File: config.mk
export PLATFORM = sky130hd
export DESIGN_NAME = load_store_unit
export DESIGN_NICKNAME = d
export VERILOG_FILES = /design/src/rtl/load_store_unit.sv
export SDC_FILE = /design/constraint.sdc
export NUM_CORES = 1
export LEC_CHECK = 0
export CAP_MARGIN = 5
export CORE_MARGIN = 4
export CORE_UTILIZATION = 25
export CTS_BUF_LIST = sky130_fd_sc_hd__clkbuf_2 sky130_fd_sc_hd__clkbuf_4 sky130_fd_sc_hd__clkbuf_8
export DETAILED_ROUTE_END_ITERATION = 8
export GPL_TIMING_DRIVEN = 0
export SLEW_MARGIN = 5
export SYNTH_ARGS = -nofsm -noshare
export SYNTH_HDL_FRONTEND = slang
export SYNTH_SLANG_ARGS = --single-unit
File: constraint.sdc
create_clock -name CLK -period 4.7 [get_ports CLK]
set_input_delay 0.94 -clock CLK [delete_from_list [all_inputs] [get_ports CLK]]
set_output_delay 0.94 -clock CLK [all_outputs]
set_load 0.03 [all_outputs]
File: src/rtl/load_store_unit.sv
// Load/store unit: turns RISC-V byte-addressed load/store requests into word accesses
// on a single-port data memory, with read-modify-write for SB/SH and a fault code per response.
module load_store_unit #(
    parameter int MEM_WORDS = 11
) (
    input  logic        CLK,
    input  logic        RST,
    input  logic        req_valid,
    output logic        req_ready,
    input  logic        req_store,
    input  logic [2:0]  req_funct3,
    input  logic [31:0] req_addr,
    input  logic [31:0] req_wdata,
    output logic        resp_valid,
    input  logic        resp_ready,
    output logic [31:0] resp_rdata,
    output logic [1:0]  resp_fault,
    output logic        MEM_WE,
    output logic [31:0] MEM_A,
    output logic [31:0] MEM_WD,
    input  logic [31:0] MEM_RD
);

    typedef enum logic [1:0] {IDLE, RD_WORD, WR_WORD, RESP} state_t;

    localparam logic [29:0] C_MEM_WORDS = 30'(MEM_WORDS);

    state_t      r_state;
    state_t      w_next;
    logic        r_store;
    logic [2:0]  r_funct3;
    logic [31:0] r_addr;
    logic [31:0] r_wdata;
    logic [31:0] r_merged;
    logic [31:0] r_rdata;
    logic [1:0]  r_fault;

    logic [1:0]  w_fault;
    logic [7:0]  w_byte;
    logic [15:0] w_half;
    logic [31:0] w_loadData;
    logic [31:0] w_mergedData;

    // Fault classification of the incoming request; earlier checks take priority.
    always_comb begin
        w_fault = 2'b00;
        if (req_store ? (req_funct3 > 3'd2)
                      : (req_funct3 == 3'd3 || req_funct3 == 3'd6 || req_funct3 == 3'd7))
            w_fault = 2'b11;
        else if ((req_funct3 == 3'd2 && req_addr[1:0] != 2'b00) ||
                 ((req_funct3 == 3'd1 || req_funct3 == 3'd5) && req_addr[0]))
            w_fault = 2'b01;
        else if (req_addr[31:2] >= C_MEM_WORDS)
            w_fault = 2'b10;
    end

    // Lane extraction for loads and lane insertion for sub-word stores.
    always_comb begin
        w_byte       = MEM_RD[{r_addr[1:0], 3'b000} +: 8];
        w_half       = r_addr[1] ? MEM_RD[31:16] : MEM_RD[15:0];
        w_mergedData = MEM_RD;
        case (r_funct3)
            3'd0:    w_loadData = {{24{w_byte[7]}}, w_byte};
            3'd4:    w_loadData = {24'h000000, w_byte};
            3'd1:    w_loadData = {{16{w_half[15]}}, w_half};
            3'd5:    w_loadData = {16'h0000, w_half};
            default: w_loadData = MEM_RD;
        endcase
        if (r_funct3 == 3'd0)
            w_mergedData[{r_addr[1:0], 3'b000} +: 8] = r_wdata[7:0];
        else
            w_mergedData[{r_addr[1], 4'b0000} +: 16] = r_wdata[15:0];
    end

    always_ff @(posedge CLK or posedge RST) begin
        if (RST)
            r_state <= IDLE;
        else
            r_state <= w_next;
    end

    always_comb begin
        w_next     = r_state;
        req_ready  = 1'b0;
        resp_valid = 1'b0;
        MEM_WE     = 1'b0;
        MEM_A      = 32'h0;
        MEM_WD     = 32'h0;
        case (r_state)
            IDLE: begin
                req_ready = 1'b1;
                if (req_valid) begin
                    if (w_fault != 2'b00)
                        w_next = RESP;
                    else if (req_store && req_funct3 == 3'd2)
                        w_next = WR_WORD;
                    else
                        w_next = RD_WORD;
                end
            end
            RD_WORD: begin
                MEM_A  = {r_addr[31:2], 2'b00};
                w_next = r_store ? WR_WORD : RESP;
            end
            WR_WORD: begin
                MEM_WE = 1'b1;
                MEM_A  = {r_addr[31:2], 2'b00};
                MEM_WD = (r_funct3 == 3'd2) ? r_wdata : r_merged;
                w_next = RESP;
            end
            RESP: begin
                resp_valid = 1'b1;
                if (resp_ready)
                    w_next = IDLE;
            end
            default: w_next = IDLE;
        endcase
    end

    // Request latch and response data; read data is cleared on accept so stores and faults report 0.
    always_ff @(posedge CLK or posedge RST) begin
        if (RST) begin
            r_store  <= 1'b0;
            r_funct3 <= 3'd0;
            r_addr   <= 32'h0;
            r_wdata  <= 32'h0;
            r_merged <= 32'h0;
            r_rdata  <= 32'h0;
            r_fault  <= 2'b00;
        end else begin
            case (r_state)
                IDLE: begin
                    if (req_valid) begin
                        r_store  <= req_store;
                        r_funct3 <= req_funct3;
                        r_addr   <= req_addr;
                        r_wdata  <= req_wdata;
                        r_merged <= 32'h0;
                        r_rdata  <= 32'h0;
                        r_fault  <= w_fault;
                    end
                end
                RD_WORD: begin
                    if (r_store)
                        r_merged <= w_mergedData;
                    else
                        r_rdata <= w_loadData;
                end
                default: ;
            endcase
        end
    end

    assign resp_rdata = r_rdata;
    assign resp_fault = r_fault;

endmodule

==> flow_summary.json <==
{
  "cts_buffers": 17,
  "combPwrFrac": 0.585,
  "cap_violations": 0,
  "drc": 0,
  "yosysUniqueCellTypes": 45,
  "num_antenna_cells": 0,
  "p_sw_w": 0.00342,
  "row_count": 63,
  "vias_per_cell": 5.03,
  "grt_max_degree": 71,
  "report.final.slew_viol_count": 0,
  "grtUsageTotal": 0.164,
  "placed_area_um2": 10100,
  "p_sw_frac": 0.453,
  "power.density_nw_per_um2": 716,
  "finalWirelength_um": 27900,
  "finalHoldViolCount": 0,
  "synth_top_area_cell": "dfrtp_1",
  "synth-seq-cells": 136,
  "final_nets": 1045,
  "vdd_drop_max_mv": 0.463,
  "yosysTopAreaCellShare": 0.452,
  "hold_class": "reg -> reg",
  "clk_pin_slew_ns": 0.09,
  "drt_iter0_drc": 512,
  "ys_seq_area_frac": 0.452,
  "grt_pass1_wl_um": 42100,
  "syn-instance-count": 709,
  "layout_min_cycle_time_ns": 4.12,
  "dp_hpwl_um": 21000,
  "critPathCaptureType": "output port",
  "clockPowerShare": 0.151,
  "crit_required_ns": 3.76,
  "ys.warnings.count": 0,
  "ctsResizeCount": 0,
  "cts_max_level": 4,
  "ctsHoldBuffers": 0,
  "synth_async_sr_flop_share": 1.00,
  "stdcell_area_um2": 10500,
  "cp_top_family": "buffers and inverters",
  "final_util": 0.354,
  "cp-start-kind": "register",
  "setup_violations": 0,
  "cts_tree": "yes",
  "critPathMaxFanout": 10,
  "numPortBuffers": 202,
  "finClkSkew_ns": 0.0128,
  "critPathSlowestCell": "clkdlybuf4s50_1",
  "routabilityCongestion": 0.871,
  "die_h_um": 182,
  "post-route-period-util": 0.877,
  "clk_latency_ns": 0.45,
  "filler_cell_count": 3008,
  "post_cts_buffers": 0,
  "worst-setup-path-type": "reg -> out",
  "final_common_cell": "clkdlybuf4s50_1",
  "critPathMaxStageDelay_ns": 0.77,
  "rsz0062_at_grt": "no",
  "die-width_um": 182,
  "synthesis.area_um2": 7540,
  "vias": 6714,
  "area_growth_pct": 39.7,
  "clockBufferDepth": 2,
  "p_leak_nw": 4.23,
  "grt.overflow.total": 0,
  "power_frac_seq": 0.264,
  "final_cell_mix": "202 x clkdlybuf4s50_1, 136 x dfrtp_1, 83 x nand2_1, 70 x mux2_2, 50 x a221o_1",
  "synth.avg_cell_area_um2": 10.6,
  "r2r_setup_slack_ns": 1.83,
  "boundaryPins": 205,
  "ctsRootBufferMaster": "clkbuf_8",
  "critical_path_arrival_ns": 3.18,
  "die_area_um2": 33000,
  "fmax_mhz": 243,
  "synth_flop_cell": "dfrtp_1",
  "antenna_found_initial": 0,
  "dr.pass1.iters": 8,
  "critPathBufInv": 4,
  "maxSlewHeadroom": 0.246,
  "ys_top_cells_by_area": "dfrtp_1 45%, mux2_2 10%, a221o_1 6.6%",
  "wl_per_cell_um": 20.9,
  "p_int_w": 0.00412,
  "grt_pass1_vias": 6990,
  "worstMarginPinSlew_ns": 1.12,
  "cp_cell_sequence": "buf_6 > clkbuf_1 > nand2_1 > clkbuf_1 > nand2_1 > a21boi_0 > clkdlybuf4s50_1",
  "clock-sinks": 136,
  "ant_nets": 0,
  "initial_utilization": 0.254,
  "core_area_um2": 29700,
  "final_layout_size_suffix_gt1_frac": 0.143,
  "status": "finished clean",
  "synth_edf_count": 0
}
[state kept, by name (all words and copies together), names as in the netlist]
register / cells
r_addr: 32
r_merged: 32
r_wdata: 32
resp_rdata: 32
r_funct3: 3
r_state: 2
resp_fault: 2
r_store: 1
[worst register-to-register path, stage by stage, from the launching register on]
cell and delay [ns]:
dfrtp_1 0.48, buf_4 0.21, clkinv_1 0.29, ha_1 0.51
nand2_1 0.07, nor3_1 0.85, a221o_1 0.29, a22o_1 0.13
[power groups by stage]
stage	Clock [W]	Combinational, W	Sequential, W
2_1_floorplan	0	0.00271	0.00208
3_3_place_gp	0	0.00438	0.00200
3_5_place_dp	0	0.00441	0.00201
4_1_cts	0.00117	0.00443	0.00199
5_1_grt	0.00121	0.00474	0.00205
6_report	0.00114	0.00441	0.00199
[cell type report]
class,instances,area [um2],area share
Inverter,11,46.3,0.00440
Sequential cell,136,3400,0.323
Buffer,60,300,0.0285
Tap cell,390,488,0.0463
Timing Repair Buffer,203,2050,0.195
Clock buffer,17,234,0.0222
Multi-Input combinational cell,503,3790,0.360
Clock inverter,15,214,0.0203
[through the flow]
step	setup WS (ns)	power, W	cells	TNS [ns]	hold WS [ns]
after floorplan	0.121	0.00479	710	0	0.466
after global placement	-2.23	0.00637	1302	-299.77	0.465
after detailed placement	1.05	0.00642	1303	0	0.470
after CTS	0.525	0.00759	1335	0	0.490
after global routing	0.238	0.00800	1335	0	0.509
final	0.580	0.00754	1335	0	0.490
[logic make-up after synthesis]
| kind of cell | count (synthesis) | synth area share |
|---|---|---|
| DFF | 136 | 0.452 |
| buffers and inverters | 71 | 0.0453 |
| adders and majority gates | 9 | 0.0149 |
| other | 1 | 0.000498 |
| and+or+nand+nor | 190 | 0.130 |
| muxes | 105 | 0.154 |
| AOI/OAI and AO/OA | 197 | 0.204 |
[metal layers]
layer / GRT usage / share of wire / vias up / wire [um]
met5: 0 / 0 / - / 0
met4: 0.0519 / 0.024 / 0 / 676
met3: 0.0539 / 0.094 / 45 / 2630
met2: 0.252 / 0.45 / 314 / 12400
met1: 0.220 / 0.44 / 3298 / 12200
li1: - / - / 3057 / -
[worst paths after layout]
path | from | to | cells past startpoint
worst min register to register | resp_rdata[0]$_DFFE_PP0P_ | resp_rdata[0]$_DFFE_PP0P_ | 2
worst max register to register | r_addr[1]$_DFFE_PP0P_ | r_merged[23]$_DFFE_PP0P_ | 7
worst min-delay path | resp_rdata[0]$_DFFE_PP0P_ | resp_rdata[0]$_DFFE_PP0P_ | 2
min in group asynchronous | RST | r_addr[29]$_DFFE_PP0P_ | 2
max in group asynchronous | RST | r_merged[12]$_DFFE_PP0P_ | 3
worst max-delay path | r_funct3[1]$_DFFE_PP0P_ | MEM_WD[5] | 7
[synth_stat cells, types with 12 or more instances]
library cell	number
nand2_1	83
and2_1	38
mux2_2	70
mux2i_1	33
buf_2	12
dfrtp_1	136
clkbuf_1	35
a21oi_1	39
nor2_1	20
o21ai_0	15
a22o_1	34
a21boi_0	32
a221o_1	50
nand2b_1	13
Power figures use the tool's default switching activity.
